[src/rtl/instr_encoder_loader_if.sv]
// -----------------------------------------------------------------------------
// instr_encoder_loader_if
// Purpose : valid/ready descriptor stream carrying one mnemonic-level
//           instruction descriptor per transfer into the instruction loader.
// Signals : in_valid  - descriptor valid (master -> slave)
//           in_ready  - slave can accept this cycle (slave -> master)
//           in_op     - opcode 0..8 legal, 9..15 illegal
//           in_ra     - first register field
//           in_rb     - second register field
//           in_imm    - ADDI immediate / BZ target index
//           in_hh     - ADDI destination register / BZ how_high
//           in_last   - final descriptor of the program
// Modports: master (descriptor source), slave (loader)
// -----------------------------------------------------------------------------
interface instr_encoder_loader_if;
   logic       in_valid;
   logic       in_ready;
   logic [3:0] in_op;
   logic [2:0] in_ra;
   logic [2:0] in_rb;
   logic [2:0] in_imm;
   logic [1:0] in_hh;
   logic       in_last;

   modport master (
      output in_valid, in_op, in_ra, in_rb, in_imm, in_hh, in_last,
      input  in_ready
   );

   modport slave (
      input  in_valid, in_op, in_ra, in_rb, in_imm, in_hh, in_last,
      output in_ready
   );
endinterface

[src/rtl/instr_encoder_loader.sv]
// -----------------------------------------------------------------------------
// instr_encoder_loader
// Purpose : packs instruction descriptors into 9-bit machine words and writes
//           them sequentially into instruction memory starting at address 0.
//           An IDLE/LOAD/DONE/ERROR FSM tracks the load, with a word counter
//           and a sticky error code.
// Ports   : clk        - clock, rising edge
//           reset      - asynchronous active-high reset
//           start      - pulse: (re)start a load at address 0
//           in_if      - descriptor stream (slave modport)
//           imem_we    - one-cycle write strobe per encoded word
//           imem_addr  - write address
//           imem_wdata - encoded machine word
//           busy/done/err - FSM in LOAD / DONE / ERROR
//           err_code   - 00 none, 01 illegal op, 10 overflow
//           word_count - words written in the current load
//           checksum   - running XOR of written words (only with
//                        LOADER_CHECKSUM_EN defined)
// Config  : LOADER_CHECKSUM_EN adds the checksum output and its register.
// -----------------------------------------------------------------------------
module instr_encoder_loader #(
   parameter int MW    = 9,
   parameter int AW    = 8,
   parameter int DEPTH = 256
) (
   input  logic                   clk,
   input  logic                   reset,
   input  logic                   start,
   instr_encoder_loader_if.slave  in_if,
   output logic                   imem_we,
   output logic [AW-1:0]          imem_addr,
   output logic [MW-1:0]          imem_wdata,
   output logic                   busy,
   output logic                   done,
   output logic                   err,
   output logic [1:0]             err_code,
   output logic [AW:0]            word_count
`ifdef LOADER_CHECKSUM_EN
   ,
   output logic [MW-1:0]          checksum
`endif
);

   typedef enum logic [1:0] {
      S_IDLE  = 2'd0,
      S_LOAD  = 2'd1,
      S_DONE  = 2'd2,
      S_ERROR = 2'd3
   } state_t;

   localparam logic [AW:0] DEPTH_C = (AW+1)'(DEPTH);

   state_t            state_q, state_d;
   logic [AW:0]       word_count_q, word_count_d;
   logic              imem_we_q, imem_we_d;
   logic [AW-1:0]     imem_addr_q, imem_addr_d;
   logic [MW-1:0]     imem_wdata_q, imem_wdata_d;
   logic [1:0]        err_code_q, err_code_d;
   logic              accept_s;
   logic              illegal_s;
   logic              write_s;
   logic              overflow_s;
   logic              ready_s;
   logic [MW-1:0]     code_s;
`ifdef LOADER_CHECKSUM_EN
   logic [MW-1:0]     checksum_q, checksum_d;
`endif

   // Pack one descriptor into machine code; ops 7/8 share the 3'b111 prefix
   // and are told apart by bit 5.
   function automatic logic [MW-1:0] encode(
      input logic [3:0] op,
      input logic [2:0] ra,
      input logic [2:0] rb,
      input logic [2:0] imm,
      input logic [1:0] hh
   );
      case (op)
         4'd0, 4'd1, 4'd2, 4'd3,
         4'd4, 4'd5, 4'd6: encode = {op[2:0], ra, rb};
         4'd7:             encode = {3'b111, 1'b1, hh, imm};
         4'd8:             encode = {3'b111, 1'b0, hh, imm};
         default:          encode = {MW{1'b0}};
      endcase
   endfunction

   // Handshake qualification; start wins over a same-cycle handshake.
   always_comb begin
      ready_s    = (state_q == S_LOAD) && (word_count_q < DEPTH_C);
      illegal_s  = (in_if.in_op > 4'd8);
      accept_s   = in_if.in_valid && ready_s && !start;
      write_s    = accept_s && !illegal_s;
      // Full with no in_last seen: the cycle after the DEPTH-th accept.
      overflow_s = (state_q == S_LOAD) && (word_count_q == DEPTH_C);
      code_s     = encode(in_if.in_op, in_if.in_ra, in_if.in_rb,
                          in_if.in_imm, in_if.in_hh);
   end

   // FSM state register.
   always_ff @(posedge clk or posedge reset) begin
      if (reset) begin
         state_q <= S_IDLE;
      end else begin
         state_q <= state_d;
      end
   end

   // FSM next-state logic.
   always_comb begin
      state_d = state_q;
      if (start) begin
         state_d = S_LOAD;
      end else begin
         case (state_q)
            S_LOAD: begin
               if (accept_s && illegal_s) begin
                  state_d = S_ERROR;
               end else if (accept_s && in_if.in_last) begin
                  state_d = S_DONE;
               end else if (overflow_s) begin
                  state_d = S_ERROR;
               end else begin
                  state_d = S_LOAD;
               end
            end
            S_IDLE:  state_d = S_IDLE;
            S_DONE:  state_d = S_DONE;
            S_ERROR: state_d = S_ERROR;
            default: state_d = S_IDLE;
         endcase
      end
   end

   // FSM output decode.
   always_comb begin
      busy           = 1'b0;
      done           = 1'b0;
      err            = 1'b0;
      in_if.in_ready = ready_s;
      case (state_q)
         S_LOAD:  busy = 1'b1;
         S_DONE:  done = 1'b1;
         S_ERROR: err  = 1'b1;
         S_IDLE:  busy = 1'b0;
         default: busy = 1'b0;
      endcase
   end

   // Datapath next values: write port, word counter, sticky error code.
   always_comb begin
      imem_we_d    = 1'b0;
      imem_addr_d  = imem_addr_q;
      imem_wdata_d = imem_wdata_q;
      word_count_d = word_count_q;
      err_code_d   = err_code_q;
`ifdef LOADER_CHECKSUM_EN
      checksum_d   = checksum_q;
`endif
      if (start) begin
         imem_addr_d  = {AW{1'b0}};
         word_count_d = {(AW+1){1'b0}};
         err_code_d   = 2'b00;
`ifdef LOADER_CHECKSUM_EN
         checksum_d   = {MW{1'b0}};
`endif
      end else begin
         if (write_s) begin
            imem_we_d    = 1'b1;
            imem_addr_d  = word_count_q[AW-1:0];
            imem_wdata_d = code_s;
            word_count_d = word_count_q + {{AW{1'b0}}, 1'b1};
`ifdef LOADER_CHECKSUM_EN
            checksum_d   = checksum_q ^ code_s;
`endif
         end else begin
            imem_we_d    = 1'b0;
         end
         if (accept_s && illegal_s) begin
            err_code_d = 2'b01;
         end else if (overflow_s) begin
            err_code_d = 2'b10;
         end else begin
            err_code_d = err_code_q;
         end
      end
   end

   // Datapath registers; async reset also squashes a pending write.
   always_ff @(posedge clk or posedge reset) begin
      if (reset) begin
         imem_we_q    <= 1'b0;
         imem_addr_q  <= {AW{1'b0}};
         imem_wdata_q <= {MW{1'b0}};
         word_count_q <= {(AW+1){1'b0}};
         err_code_q   <= 2'b00;
`ifdef LOADER_CHECKSUM_EN
         checksum_q   <= {MW{1'b0}};
`endif
      end else begin
         imem_we_q    <= imem_we_d;
         imem_addr_q  <= imem_addr_d;
         imem_wdata_q <= imem_wdata_d;
         word_count_q <= word_count_d;
         err_code_q   <= err_code_d;
`ifdef LOADER_CHECKSUM_EN
         checksum_q   <= checksum_d;
`endif
      end
   end

   assign imem_we    = imem_we_q;
   assign imem_addr  = imem_addr_q;
   assign imem_wdata = imem_wdata_q;
   assign word_count = word_count_q;
   assign err_code   = err_code_q;
`ifdef LOADER_CHECKSUM_EN
   assign checksum   = checksum_q;
`endif

endmodule

[src/flat_wrapper.sv]
// flat-port wrapper written by rule: the top's interface ports become plain ports
module instr_encoder_loader_flat 
#(
   parameter int MW    = 9,
   parameter int AW    = 8,
   parameter int DEPTH = 256
)
  (clk, reset, start, imem_we, imem_addr, imem_wdata, busy, done, err, err_code, word_count, in_if_in_valid, in_if_in_op, in_if_in_ra, in_if_in_rb, in_if_in_imm, in_if_in_hh, in_if_in_last, in_if_in_ready);
  instr_encoder_loader_if in_if_i ();
  input  logic clk;
  input  logic reset;
  input  logic start;
  output logic imem_we;
  output logic [AW-1:0] imem_addr;
  output logic [MW-1:0] imem_wdata;
  output logic busy;
  output logic done;
  output logic err;
  output logic [1:0] err_code;
  output logic [AW:0] word_count;
  input wire logic [$bits(in_if_i.in_valid)-1:0] in_if_in_valid;
  input wire logic [$bits(in_if_i.in_op)-1:0] in_if_in_op;
  input wire logic [$bits(in_if_i.in_ra)-1:0] in_if_in_ra;
  input wire logic [$bits(in_if_i.in_rb)-1:0] in_if_in_rb;
  input wire logic [$bits(in_if_i.in_imm)-1:0] in_if_in_imm;
  input wire logic [$bits(in_if_i.in_hh)-1:0] in_if_in_hh;
  input wire logic [$bits(in_if_i.in_last)-1:0] in_if_in_last;
  output wire logic [$bits(in_if_i.in_ready)-1:0] in_if_in_ready;
  assign in_if_i.in_valid = in_if_in_valid;
  assign in_if_i.in_op = in_if_in_op;
  assign in_if_i.in_ra = in_if_in_ra;
  assign in_if_i.in_rb = in_if_in_rb;
  assign in_if_i.in_imm = in_if_in_imm;
  assign in_if_i.in_hh = in_if_in_hh;
  assign in_if_i.in_last = in_if_in_last;
  assign in_if_in_ready = in_if_i.in_ready;
  instr_encoder_loader #(.MW(MW), .AW(AW), .DEPTH(DEPTH)) u_core (.clk(clk), .reset(reset), .start(start), .in_if(in_if_i), .imem_we(imem_we), .imem_addr(imem_addr), .imem_wdata(imem_wdata), .busy(busy), .done(done), .err(err), .err_code(err_code), .word_count(word_count));
endmodule
[config.mk]
export PLATFORM = sky130hd
export DESIGN_NAME = instr_encoder_loader_flat
export DESIGN_NICKNAME = d
export VERILOG_FILES = /design/src/rtl/instr_encoder_loader_if.sv /design/src/rtl/instr_encoder_loader.sv /design/src/flat_wrapper.sv
export SDC_FILE = /design/constraint.sdc
export NUM_CORES = 1
export LEC_CHECK = 0
export CAP_MARGIN = 20
export CORE_MARGIN = 2
export CORE_UTILIZATION = 45
export DETAILED_ROUTE_END_ITERATION = 16
export PLACE_DENSITY = 0.76
export SETUP_SLACK_MARGIN = 0.05
export SYNTH_ARGS = -nofsm -noshare
export SYNTH_HDL_FRONTEND = slang
export SYNTH_SLANG_ARGS = --single-unit
[constraint.sdc]
create_clock -name clk -period 5.5 [get_ports clk]
set_clock_uncertainty 0.2 [all_clocks]
set_input_delay 1.1 -clock clk [delete_from_list [all_inputs] [get_ports clk]]
set_output_delay 1.1 -clock clk [all_outputs]
set_load 0.05 [all_outputs]
Yosys cells after proc, flatten, opt, wreduce, memory -nomap -nowiden
Cells that the tools add are included.
Storage, ports and cells
  output and inout port bits: 33
  word-level logic and storage cells: 55
  bits in registers: 31
Operators by class
  bitwise logic cells: 1
  multiplexer cells: 18
  $lt $le $gt $ge: 2
  reduce and logical (&&, ||, !) cells: 15
  equality and inequality tests: 12
  add/sub/neg operators: 1
Operators with widths (number)
  9-bit case mux with 3 select lines: 1
  9-bit 2-to-1 mux: 2
  4-bit by 3-bit == test with 1-bit output (second input constant): 4
  8-bit 2-to-1 mux: 2
  2-bit 2-to-1 mux: 7
  9-bit by 1-bit adder with 9-bit output (second input constant): 1
  9-bit == test (second input constant): 1
  9-bit < comparator (second input constant): 1
  4-bit by 2-bit == test with 1-bit output (second input constant): 2
  2-bit case mux with 4 select lines: 1
  1-bit logical AND: 7
  7-bit OR reduction: 1
  1-bit 2-to-1 mux: 5
  2-bit == test (second input constant): 2
  4-bit by 1-bit == test with 1-bit output (second input constant): 1
  4-bit == test (second input constant): 1
  4-bit > comparator (second input constant): 1
  4-bit zero test: 1
  3-bit nonzero test: 1
  2-bit by 1-bit == test with 1-bit output (second input constant): 1
  1-bit zero test: 2
  2-bit zero test: 1
  2-bit AND reduction: 1
  2-bit nonzero test: 1
  1-bit inverter: 1

Logic depth before layout (Yosys ltp)
  word-level depth: 9
  gate-level depth with buffers: 7

Least setup slack after synthesis
OpenSTA, ideal clock, no wires.
  path kind: input port to flip-flop
  start point: in in_if_in_op[0]
  end point: reg u_core.word_count_q[5] (netlist: u_core.word_count[5])
  data required time: 5.152 ns
  data arrival time: 2.454 ns
  path buffers: 1
  slack: 2.697 ns
  stages on the path: 5
  cells stage by stage: buf_2 > o31a_1 > or3_4 > o311ai_2 > o41ai_2
On the way
  longest elaborated chain between the ends: 4
RTL lines
  from (decl): RTL line flat_wrapper.sv:22  | input wire logic [$bits(in_if_i.in_op)-1:0] in_if_in_op;
  4-bit > comparator: RTL line instr_encoder_loader.sv:90  | illegal_s = (in_if.in_op > 4'd8);
  1-bit zero test: RTL line instr_encoder_loader.sv:92  | write_s = accept_s && !illegal_s;
  1-bit logical AND: RTL line instr_encoder_loader.sv:92
  2-bit nonzero test (no line)
  to (signal assigned): RTL line instr_encoder_loader.sv:194  | word_count_q <= {(AW+1){1'b0}};
  to (signal assigned): RTL line instr_encoder_loader.sv:203  | word_count_q <= word_count_d;
  to (decl): RTL line instr_encoder_loader.sv:54  | logic [AW:0] word_count_q, word_count_d;
No other way between the ends.
A chain may end at the register's enable or synchronous reset.

Final worst setup path
  start point: reg u_core.state_q[1]
  end point: out in_if_in_ready
On the way
  longest elaborated chain between the ends: 2
RTL lines
  from (decl): RTL line instr_encoder_loader.sv:53  | state_t state_q, state_d;
  from (signal assigned): RTL line instr_encoder_loader.sv:104  | state_q <= state_d;
  2-bit by 1-bit == test with 1-bit output: RTL line instr_encoder_loader.sv:89  | ready_s = (state_q == S_LOAD) && (word_count_q < DEPTH_C);
  1-bit logical AND: RTL line instr_encoder_loader.sv:89
  to (decl): RTL line flat_wrapper.sv:28  | output wire logic [$bits(in_if_i.in_ready)-1:0] in_if_in_ready;
No other way between the ends.

==> flow_summary.ini <==
[critical_path]
endpoint_kind = primary output
critical_path.top_delay_family = buffers and inverters
worstSetupPathType = reg2out
crit_slowest_cell = clkdlybuf4s50_1
worstPathRequired_ns = 4.20
crit_path_start_kind = register
crit_arrival_ns = 2.13
max_stage_delay_ns = 0.80
crit_fanout = 7
worstPathCellList = or3b_1 > inv_1 > clkdlybuf4s50_1
path_buf_inv = 2

[clocking]
path_clk_slew_ns = 0.09
clockBufferDepth = 2
root_buffer = clkbuf_4
postCtsSetupRepairBufs = 0
cts_tree = yes
cts_hold_buf = 0
cts_buffers = 5
h-tree-depth = 2
cts.sinks = 31
worstSkewPairLatency_ns = 0.33
ctsResizeCount = 0

[grt]
overflow = 0
antenna_found_initial = 0
grt_pass1_wl_mm = 6.71
grt_usage_pct = 21.5
grt_max_degree = 37
grt_pass1_vias = 1385

[power]
cellLeakagePower_nw = 0.873
peakVddDrop_uv = 131
total_power_w = 0.000575
p_int_w = 0.000372
pwr-share-clk_pct = 23.6
power_frac_seq_pct = 45.1
switchingPower_w = 0.000203
p_comb_share_pct = 31.3
sw_frac_of_total_pct = 35.3
powerDensity_mw_per_mm2 = 263

[routing]
first_pass_iters = 4
dr_total_vias = 1386
drt_wl_total_mm = 3.94
antenna_left = 0
drc = 0
wl_per_cell_um = 15.4
via_per_inst = 5.41
drt_iter0_markers = 102

[final_layout]
nets = 232
final_cell_mix = 52 x clkdlybuf4s50_1, 31 x dfrtp_1, 24 x nand2_1
drive_gt1_share_pct = 8.57
area_growth_pct = 38.1
n_antenna_cell = 0
fillers = 305
final_common_cell = clkdlybuf4s50_1

[floorplanning]
rows = 21
fp.dieW_um = 63.3
core_area_mm2 = 0.00336
io_pins = 53
initial_core_util_pct = 47.0
die_y_um = 63.3
die_area_mm2 = 0.00400

[sta]
hold_violations = 0
setup_slack_ns = 2.07
slew_viol_final = 0
slew_headroom_pct = 60.0
worstMarginPinSlew_ns = 0.600
min_period_ns = 3.43
setup_viol = 0
fmax_mhz = 292
rsz0062_at_grt = false
finalSetupTns_ns = 0
period_share_pct = 62.3

[synthesis]
synth_edf_count = 0
synthTopCellsByArea = dfrtp_1 49%, nand2_1 5.7%, o21ai_0 3.2%
synth_cell_types = 42
syn-cell-area_mm2 = 0.00158
synth_top_area_share_pct = 49.1
yosys_warnings = 0
synth_nets = 182
synthFlopType = dfrtp_1
seq_area_frac_synth_pct = 49.1
async_flop_share_pct = 100
synthCells = 160
ys_ff_latch = 31
post-synth-top-area-cell = dfrtp_1
avgSynthCellArea_um2 = 9.88

[placement]
numPortBuffers = 52
dp_hpwl_mm = 2.87
pre_cts_ws_ns = 2.03
routabilityCongestion = 0.817

[worst_hold_path]
hold_path_class = reg2reg

[status]
outcome = completed

[flow_run]
maxCapViolCount = 0
cells in the mapped netlist (3+ instances only):
master    number
buf_2          3
inv_1          8
o22a_1         3
nand2_1       24
o21ai_0       10
xnor2_1        3
nor3_1         3
nor2_1        10
a22oi_1        4
dfrtp_1       31
nor2b_1        5
a21oi_1        7
clkbuf_1       4
nor4_1         3
nand3_1        5
o21a_1         4
o221ai_2       3
worst paths after layout:
check,from,endpoint,slack (ns),cells past startpoint
hold reg to reg,u_core.imem_wdata[1],u_core.imem_wdata[1],0.30,1
min in group asynchronous,reset,u_core.imem_wdata[1],0.92,2
hold / removal,u_core.imem_wdata[1],u_core.imem_wdata[1],0.30,1
setup / recovery,u_core.state_q[1],in_if_in_ready,2.07,3
max in group asynchronous,reset,u_core.word_count[6],3.68,3
setup reg to reg,u_core.state_q[1],u_core.word_count[0],3.26,5
cells by family after synthesis:
| logic type | count (synthesis) | share of synthesized area [%] |
|---|---|---|
| AOI/OAI and AO/OA | 40 | 19.5 |
| and+or+nand+nor | 61 | 19.2 |
| adders and majority gates | 2 | 1.58 |
| buffers and inverters | 19 | 6.25 |
| muxes | 4 | 2.69 |
| xor gates and xnor gates | 3 | 1.66 |
| DFF | 31 | 49.1 |
state kept, by name (all words and copies together), names as in the netlist:
name / flops
u_core.state_q: 2
u_core.imem_addr: 8
u_core.imem_we: 1
u_core.word_count: 9
u_core.imem_wdata: 9
u_core.err_code: 2
power by group through the flow:
stage / clock network (W) / registers, W / logic [W]
2_1_floorplan: 0 / 0.000325 / 0.0000523
5_1_grt: 0.000151 / 0.000261 / 0.000189
6_report: 0.000135 / 0.000259 / 0.000180
3_3_place_gp: 0 / 0.000263 / 0.000175
4_1_cts: 0.000139 / 0.000259 / 0.000181
3_5_place_dp: 0 / 0.000264 / 0.000181
layer usage:
metal / track usage (%) / vias up / routed length [um]
li1: - / 664 / -
met3: 8.57 / 5 / 336
met1: 26.7 / 651 / 1670
met4: 6.52 / 0 / 53
met5: 0 / - / 0
met2: 34.6 / 66 / 1870
layout make-up:
class	instances	area [um^2]	share of cell area [%]
clock buffer	6	51.3	2.35
clock inverter	1	5.00	0.229
tap	46	57.6	2.64
timing repair buffer	53	548	25.1
multi-input combinational	110	706	32.3
sequential	31	776	35.6
inverter	9	38.8	1.78
worst register-to-register path, delay by kind of cell, from the launching register on:
family | cells | cell delay (ns)
simple gates | 3 | 1.03
flops | 1 | 0.41
buf+inv | 1 | 0.22
mux | 1 | 0.27
per-stage QoR:
| stage | std cells | utilization (%) | area (um^2) | hold WS, ns |
|---|---|---|---|---|
| after floorplan | 160 | - | 1580 | 0.293 |
| after global placement | 248 | 62.4 | 2100 | 0.280 |
| after detailed placement | 249 | 63.2 | 2130 | 0.285 |
| after CTS | 256 | 64.9 | 2180 | 0.306 |
| after global routing | 256 | 64.9 | 2180 | 0.324 |
| final | 256 | 64.9 | 2180 | 0.301 |
Power figures use the tool's default switching activity.
